[src/rtl/alu_seq.sv]
// Clocked execute-stage ALU with a valid/ready handshake on both sides.
// MULTU/DIVU iterate one bit per cycle; all other ops retire one cycle after accept.
module alu_seq #(
  parameter int WIDTH  = 32,
  parameter int MULDIV = 1
) (
  input  logic             clk,
  input  logic             rst_n,
  input  logic             in_valid,
  output logic             in_ready,
  input  logic [3:0]       alucontrol,
  input  logic [WIDTH-1:0] rs,
  input  logic [WIDTH-1:0] rt,
  output logic             out_valid,
  input  logic             out_ready,
  output logic [WIDTH-1:0] result,
  output logic [WIDTH-1:0] result_hi,
  output logic             zero,
  output logic             overflow,
  output logic             div_by_zero,
  output logic             illegal,
  output logic             complete
);

  localparam int CW = $clog2(WIDTH);

  typedef enum logic [1:0] {S_IDLE, S_MUL, S_DIV, S_DONE} state_e;

  typedef enum logic [3:0] {
    OP_AND   = 4'b0000,
    OP_OR    = 4'b0001,
    OP_ADD   = 4'b0010,
    OP_XOR   = 4'b0011,
    OP_SUB   = 4'b0110,
    OP_SLT   = 4'b0111,
    OP_SLTU  = 4'b1000,
    OP_MULTU = 4'b1001,
    OP_DIVU  = 4'b1010,
    OP_NOR   = 4'b1100
  } op_e;

  state_e               state_q, state_d;
  logic [CW-1:0]        cnt_q, cnt_d;
  logic [WIDTH-1:0]     opa_q, opa_d;      // multiplicand / divisor
  logic [WIDTH-1:0]     opb_q, opb_d;      // dividend shifting out, quotient shifting in
  logic [2*WIDTH-1:0]   acc_q, acc_d;      // {product hi, multiplier/product lo}
  logic [WIDTH:0]       rem_q, rem_d;
  logic [WIDTH-1:0]     result_q, result_d;
  logic [WIDTH-1:0]     result_hi_q, result_hi_d;
  logic                 zero_q, zero_d;
  logic                 overflow_q, overflow_d;
  logic                 dbz_q, dbz_d;
  logic                 illegal_q, illegal_d;

  // Shared adder: ADD uses rt, SUB/SLT/SLTU use ~rt with carry-in 1.
  logic                 is_sub;
  logic [WIDTH-1:0]     b_op;
  logic [WIDTH:0]       add_full;
  logic [WIDTH-1:0]     sum;
  logic                 add_ovf;

  assign is_sub   = (alucontrol == OP_SUB) || (alucontrol == OP_SLT) || (alucontrol == OP_SLTU);
  assign b_op     = is_sub ? ~rt : rt;
  assign add_full = {1'b0, rs} + {1'b0, b_op} + {{WIDTH{1'b0}}, is_sub};
  assign sum      = add_full[WIDTH-1:0];
  assign add_ovf  = (rs[WIDTH-1] == b_op[WIDTH-1]) && (sum[WIDTH-1] != rs[WIDTH-1]);

  // One shift-add multiply step: add multiplicand into the high half, then shift right.
  logic [WIDTH:0]       mul_sum;
  logic [2*WIDTH-1:0]   mul_next;

  assign mul_sum  = {1'b0, acc_q[2*WIDTH-1:WIDTH]} + (acc_q[0] ? {1'b0, opa_q} : '0);
  assign mul_next = {mul_sum, acc_q[WIDTH-1:1]};

  // One restoring divide step; the top bit of div_diff is the borrow.
  logic [WIDTH:0]       div_shift;
  logic [WIDTH+1:0]     div_diff;
  logic                 div_ok;
  logic [WIDTH:0]       rem_next;
  logic [WIDTH-1:0]     quo_next;

  assign div_shift = {rem_q[WIDTH-1:0], opb_q[WIDTH-1]};
  assign div_diff  = {1'b0, div_shift} - {2'b0, opa_q};
  assign div_ok    = ~div_diff[WIDTH+1];
  assign rem_next  = div_ok ? div_diff[WIDTH:0] : div_shift;
  assign quo_next  = {opb_q[WIDTH-2:0], div_ok};

  logic                 load_out;
  logic [WIDTH-1:0]     res_v, hi_v;
  logic                 ovf_v, dbz_v, ill_v;

  always_comb begin
    // NOTE: every signal written here gets a default first so no path can infer a latch.
    state_d     = state_q;
    cnt_d       = cnt_q;
    opa_d       = opa_q;
    opb_d       = opb_q;
    acc_d       = acc_q;
    rem_d       = rem_q;
    result_d    = result_q;
    result_hi_d = result_hi_q;
    zero_d      = zero_q;
    overflow_d  = overflow_q;
    dbz_d       = dbz_q;
    illegal_d   = illegal_q;
    load_out    = 1'b0;
    res_v       = '0;
    hi_v        = '0;
    ovf_v       = 1'b0;
    dbz_v       = 1'b0;
    ill_v       = 1'b0;

    unique case (state_q)
      S_IDLE: begin
        if (in_valid) begin
          load_out = 1'b1;
          case (op_e'(alucontrol))
            OP_AND:  res_v = rs & rt;
            OP_OR:   res_v = rs | rt;
            OP_XOR:  res_v = rs ^ rt;
            OP_NOR:  res_v = ~(rs | rt);
            OP_ADD, OP_SUB: begin
              res_v = sum;
              ovf_v = add_ovf;
            end
            OP_SLT:  res_v = {{(WIDTH-1){1'b0}}, sum[WIDTH-1] ^ add_ovf};
            OP_SLTU: res_v = {{(WIDTH-1){1'b0}}, ~add_full[WIDTH]};
            OP_MULTU: begin
              if (MULDIV != 0) begin
                load_out = 1'b0;
                opa_d    = rs;
                acc_d    = {{WIDTH{1'b0}}, rt};
                cnt_d    = '0;
                state_d  = S_MUL;
              end else begin
                ill_v = 1'b1;
              end
            end
            OP_DIVU: begin
              if (MULDIV == 0) begin
                ill_v = 1'b1;
              end else if (rt == '0) begin
                res_v = '1;
                hi_v  = rs;
                dbz_v = 1'b1;
              end else begin
                load_out = 1'b0;
                opa_d    = rt;
                opb_d    = rs;
                rem_d    = '0;
                cnt_d    = '0;
                state_d  = S_DIV;
              end
            end
            default: ill_v = 1'b1;
          endcase
        end
      end

      S_MUL: begin
        acc_d = mul_next;
        cnt_d = cnt_q + 1'b1;
        if (cnt_q == CW'(WIDTH-1)) begin
          load_out = 1'b1;
          res_v    = mul_next[WIDTH-1:0];
          hi_v     = mul_next[2*WIDTH-1:WIDTH];
        end
      end

      S_DIV: begin
        rem_d = rem_next;
        opb_d = quo_next;
        cnt_d = cnt_q + 1'b1;
        if (cnt_q == CW'(WIDTH-1)) begin
          load_out = 1'b1;
          res_v    = quo_next;
          hi_v     = rem_next[WIDTH-1:0];
        end
      end

      S_DONE: begin
        if (out_ready) state_d = S_IDLE;
      end

      default: state_d = S_IDLE;
    endcase

    if (load_out) begin
      state_d     = S_DONE;
      result_d    = res_v;
      result_hi_d = hi_v;
      zero_d      = (res_v == '0);
      overflow_d  = ovf_v;
      dbz_d       = dbz_v;
      illegal_d   = ill_v;
    end
  end

  // NOTE: datapath registers are reset too, because an aborted op must leave every output at 0.
  always_ff @(posedge clk or negedge rst_n) begin
    if (!rst_n) begin
      state_q     <= S_IDLE;
      cnt_q       <= '0;
      opa_q       <= '0;
      opb_q       <= '0;
      acc_q       <= '0;
      rem_q       <= '0;
      result_q    <= '0;
      result_hi_q <= '0;
      zero_q      <= 1'b0;
      overflow_q  <= 1'b0;
      dbz_q       <= 1'b0;
      illegal_q   <= 1'b0;
    end else begin
      // NOTE: non-blocking assignments so every flop samples the pre-edge values.
      state_q     <= state_d;
      cnt_q       <= cnt_d;
      opa_q       <= opa_d;
      opb_q       <= opb_d;
      acc_q       <= acc_d;
      rem_q       <= rem_d;
      result_q    <= result_d;
      result_hi_q <= result_hi_d;
      zero_q      <= zero_d;
      overflow_q  <= overflow_d;
      dbz_q       <= dbz_d;
      illegal_q   <= illegal_d;
    end
  end

  assign in_ready    = (state_q == S_IDLE);
  assign out_valid   = (state_q == S_DONE);
  assign complete    = out_valid;
  assign result      = result_q;
  assign result_hi   = result_hi_q;
  assign zero        = zero_q;
  assign overflow    = overflow_q;
  assign div_by_zero = dbz_q;
  assign illegal     = illegal_q;

endmodule

[config.mk]
export PLATFORM = sky130hd
export DESIGN_NAME = alu_seq
export DESIGN_NICKNAME = d
export VERILOG_FILES = /design/src/rtl/alu_seq.sv
export SDC_FILE = /design/constraint.sdc
export NUM_CORES = 1
export LEC_CHECK = 0
export CELL_PAD_IN_SITES_DETAIL_PLACEMENT = 1
export CELL_PAD_IN_SITES_GLOBAL_PLACEMENT = 1
export CORE_MARGIN = 1.5
export CORE_UTILIZATION = 29
export DETAILED_ROUTE_END_ITERATION = 8
export PLACE_DENSITY_LB_ADDON = 0.1
export SETUP_SLACK_MARGIN = 0.4
export SLEW_MARGIN = 0
export SYNTH_ARGS = -nofsm -noshare
export SYNTH_HDL_FRONTEND = slang
export SYNTH_SLANG_ARGS = --single-unit
[constraint.sdc]
create_clock -name clk -period 4.97 [get_ports clk]
set_input_delay 0.7455 -clock clk [delete_from_list [all_inputs] [get_ports clk]]
set_output_delay 0.7455 -clock clk [all_outputs]
set_load 0.02 [all_outputs]
==> Word level (Yosys, flattened, before mapping) <==
Index checks and enable logic that the tools add are counted.
{ "word_totals": {"regBits": 235, "latch_bits": 0, "mem_bits_rw": 0, "rom_bits": 0, "in_bits": 72, "out_inout_bits": 71, "word_cells": 123, "memories": 0} }
{ "op_classes": {"n_addsub": 5, "multipliers": 0, "div": 0, "magnitude_cmp": 0, "n_eq_ne": 26, "shifts": 0, "n_mux": 52, "n_bitwise": 8, "reduce_logical": 20} }
{ "ops": {"columns": ["cell", "count"], "rows": [
  ["$mux W32", 19],
  ["$pmux W32 S8", 1],
  ["$pmux W32 S2", 3],
  ["$pmux W32 S3", 2],
  ["$mux W64", 2],
  ["$pmux W64 S2", 1],
  ["$add A32 B32 Y33", 2],
  ["$logic_not A32 Y1", 2],
  ["$not A32 Y32", 2],
  ["$sub A33 B32 Y34", 1],
  ["$add A33 B1 Y33", 1],
  ["$and A32 B32 Y32", 1],
  ["$or A32 B32 Y32", 1],
  ["$xor A32 B32 Y32", 1],
  ["$pmux W5 S2", 2],
  ["$eq A4 B4 Y1 const B", 4],
  ["$mux W1", 12],
  ["$reduce_and A4 Y1", 3],
  ["$mux W5", 2],
  ["$reduce_or A10 Y1", 1],
  ["$eq A4 B2 Y1 const B", 2],
  ["$eq A4 B3 Y1 const B", 2],
  ["$mux W2", 4],
  ["$pmux W2 S2", 2],
  ["other kinds (26)", 38]
]} }

==> Depth between registers and ports, before layout <==
{ "depth": {"word_depth": 13, "ltp_mapped": 18, "depth_no_buf": 16} }

==> Least setup slack after synthesis <==
OpenSTA, ideal clock, no wires.
{ "synth_timing": {"kind": "input to register", "start": "input port alucontrol[1]", "end": "register zero_q, in the netlist zero", "setup_time_ns": 0.104, "arrival_ns": 5.265, "required_time_ns": 4.866, "path_slack_ns": -0.398, "path_stages": 17, "path_buffers": 2, "path_cell_list": "buf_6 or4b_4 nand2_1 buf_1 mux2i_1 fa_1 and2b_1 o21ai_0 a21oi_1 nor2_1 a211o_1 a22o_1 a2111oi_2 nand4_1 nor4_1 or4b_1 o41ai_2"} }
{ "synth_between": {"elab_chain_cells": 13, "word_cells_on_any_way": 28, "cone_classes": "add/sub: 2; eq/ne: 11; mux: 7; bitwise: 2; reduce/logical: 6"} }
{ "synth_lines": {"columns": ["element", "line", "rtl"], "rows": [
  ["from (decl)", "11", "input logic [3:0] alucontrol,"],
  ["$eq A4 B3 Y1", "62, 117", null],
  ["$logic_or A1 B1 Y1 (2 in series)", "62", "assign is_sub = (alucontrol == OP_SUB) || (alucontrol == OP_SLT) || (alucontrol == OP_SLTU);"],
  ["$mux W32", "63", "assign b_op = is_sub ? ~rt : rt;"],
  ["$add A32 B32 Y33", "64", "assign add_full = {1'b0, rs} + {1'b0, b_op} + {{WIDTH{1'b0}}, is_sub};"],
  ["$add A33 B1 Y33", "64", null],
  ["$ne A1 B1 Y1", "66", "assign add_ovf = (rs[WIDTH-1] == b_op[WIDTH-1]) && (sum[WIDTH-1] != rs[WIDTH-1]);"],
  ["$logic_and A1 B1 Y1", "66", null],
  ["$xor A1 B1 Y1", "126", "OP_SLT: res_v = {{(WIDTH-1){1'b0}}, sum[WIDTH-1] ^ add_ovf};"],
  ["$pmux W32 S8", "117", "case (op_e'(alucontrol))"],
  ["$mux W32", "115", "if (in_valid) begin"],
  ["$pmux W32 S3", "113", "unique case (state_q)"],
  ["$logic_not A32 Y1", "192", "zero_d = (res_v == '0);"],
  ["to (signal assigned)", "224", "zero_q <= zero_d;"],
  ["to (decl)", "50", "logic zero_q, zero_d;"]
]} }
Several ways; a longest one is shown, not always the timed one.
A chain may end at the register's enable or synchronous reset.

==> Worst setup path in the final report <==
Same ends and word-level chain as after synthesis.

==> out/metrics.cfg <==
[outcome]
outcome=completed

[job]
max_cap_viol_count=0

[hold_path]
hp-class=in -> async

[floorplan]
fp-row-count=93
die_y_um=258
start_util_pct=29.4
dieWidth_um=258
fp.dieArea_um2=66800
core_area_um2=64500
pin_count=143

[setup_path]
reg2reg_depth=15
r2r_end=result_hi[31]
path_max_fanout=10
r2r_start=acc_q[0]
crit_arrival_ns=5.18
crit_type=in -> reg
cp-end-kind=flip-flop
required_ns=5.45
r2r_setup_slack_ns=0.72
start_kind=input pin

[yosys]
synth_ff_type=dfrtp_1
synth_common_cells=nand2_1 (393), dfrtp_1 (235), o21ai_0 (217)
synth_cells=2312
synth_area_leaders=dfrtp_1 (31%), ha_1 (11%), nand2_1 (7.8%)
yosysUniqueCellTypes=84
syn_nets=2554
async_reset_ff_share_pct=100
yosys.area.top_type=dfrtp_1
seq_area_frac_synth_pct=31.1
synth_edf_count=0
avgSynthCellArea_um2=8.19
netlist_area_um2=18900
synth-seq-cells=235
synth.most_common_cell=nand2_1
yosysWarnings=0
synth.top_cell.area_share_pct=31.1

[sta]
relSlewSlack_pct=23.5
finalHoldViolations=0
worst_slew_pin_slew_ns=1.15
rsz0062_at_grt=true
max_clock_freq_mhz=213
period_minus_slack_ns=4.70
layout_setup_ws_ns=0.273
fin_skew_ns=0.0134
setup-violations-final=0
finalCritPeriodShare_pct=94.5
drv_slew=0

[cts]
postCtsHoldBufs=0
cts_max_level=1
ctsLongestPathBuffers=3
path_clk_slew_ns=0.06
root_buffer=clkbuf_16
insertion_delay_ns=0.59
cts_tree=yes
numCtsBuffers=31
clkSinkCount=235

[route]
vias=18564
remaining_drc_errors=0
drt-initial-drc-count=1049
first_pass_iters=5
ant_nets=0
post_drt_wl_per_cell_um=22.8
routed_via_density=5.33
drt_wl_total_mm=79.4

[power]
p_per_area_nw_per_um2=457
p_leak_nw=10.9
ir_drop_uv=352

[global_routing]
grt_pass1_wl_mm=122
antenna_found_initial=1
grt_usage_pct=23.5
gr-total-overflow=0
grt_max_degree=117
grt_pass1_vias=19899

[finish]
area_growth_pct=28.1
design_area_um2=24200
drive_gt1_share_pct=15.3
antenna_cells=0
fin_nets=2848
nFillCells=7634
fin_util_pct=37.6

[placement]
dp_hpwl_mm=61.9
gp_congestion=0.904
port_buffers=142
dp_worst_setup_slack_ns=-0.592
place_area_um2=23000

## per-layer routing
layer	track usage (%)	wire length [um]	part of all wire, %
met1	33.0	39000	49
met2	39.2	36500	46
met3	1.95	2180	2.8
met4	5.51	1700	2.1
met5	0	19	0.024
## critical path, cell delays in order
cell and delay (ns):
clkdlybuf4s50_1 0.42, or4b_4 0.59, nand2_8 0.12, buf_12 0.15, xnor2_1 0.13, ha_2 0.34
buf_4 0.16, and3_1 0.19, a31oi_1 0.17, a21oi_1 0.08, a2bb2oi_1 0.15, a21oi_1 0.16
xnor2_1 0.12, a2111oi_2 0.38, nand4_1 0.14, buf_4 0.18, nor4_4 0.15, buf_4 0.14
or4b_1 0.45, o41ai_2 0.21
## power breakdown
group | switching (mW) | internal, mW | total, mW
combinational | 3.41 | 2.30 | 5.71
sequential | 0.551 | 2.49 | 3.05
clock | 0.938 | 1.37 | 2.31
total | 4.90 | 6.17 | 11.1
## cells in the final DEF, fill, tap and decap left out, types with 9 or more instances in the layout
cell type        Yosys  layout
and2_1              46      45
a21o_1              23      23
nand2_1            393     392
nand4_1             18      18
nor3_1              28      22
dfrtp_1            235     235
a211oi_1            13      11
o21a_1              14      14
a21oi_1            146     135
xnor2_1             74      72
clkdlybuf4s50_1      0     141
nor2b_1             24      23
or3_1               12      12
buf_12               0       9
mux2i_1             66      65
buf_4                2     244
a31oi_1             45      45
xor2_1              28      28
ha_1               167     162
nor4_1              15      13
clkbuf_16            0      31
o2111ai_1           18      18
a221o_1             24      24
nand3_1             39      39
mux2_2              29      29
a21oi_2              1      10
a221oi_1            13      12
nor2_1             111     109
o211ai_1            17      17
a22o_1              41      41
inv_1              121     121
nand2b_1            10       9
o21ai_0            217     214
a22oi_1             44      44
## logic make-up after synthesis
family	after synthesis	share of synthesized area (%)
multiplexers	95	5.22
AO/OA/AOI/OAI	718	24.9
buffers and inverters	258	5.30
adder cells (fa/ha/maj)	170	11.4
flip-flops	235	31.1
XOR/XNOR	102	4.72
AND/OR/NAND/NOR	734	17.4
## timing repair
action,CTS,global route
hold endpoints to repair,0,0
pin swaps,14,4
setup buffers,5,2
endpoints found under the setup margin,1,5
resized for setup,28,10
## layout make-up
type,count,area (um2),share of cell area [%]
repair buffers,398,3480,14.3
clock buffers,44,875,3.61
multi-input cells,1819,12300,50.9
flip-flops and latches,235,5880,24.3
well taps,855,1070,4.41
inverters,121,454,1.87
clock inverters,13,156,0.645
## flip-flops by register name, indices dropped and copies added, names as in the netlist, 2 cells and up
register / cells
acc_q: 64
opa_q: 32
opb_q: 32
rem_q: 32
result: 32
result_hi: 32
cnt_q: 5
state_q: 2
## through the flow
stage | total power [mW] | cells | hold slack [ns] | setup TNS, ns
5_1_grt | 11.9 | 3485 | 0.151 | 0
2_1_floorplan | 6.64 | 2312 | 0.439 | 0
3_3_place_gp | 8.61 | 3421 | 0.464 | -0.868
4_1_cts | 11.2 | 3483 | 0.110 | 0
3_5_place_dp | 8.72 | 3421 | 0.465 | -0.976
6_report | 11.1 | 3485 | 0.124 | 0
## worst max-delay path by stage
stage | start | to | slack [ns] | cells past startpoint
floorplan | alucontrol[1] | zero | 0.37 | 17
global placement | alucontrol[2] | zero | -0.54 | 19
detailed placement | alucontrol[2] | zero | -0.59 | 17
CTS | alucontrol[1] | zero | 0.28 | 20
global route | alucontrol[1] | zero | 0.05 | 19
finish | alucontrol[1] | zero | 0.27 | 20
(Power assumes the default switching activity.)
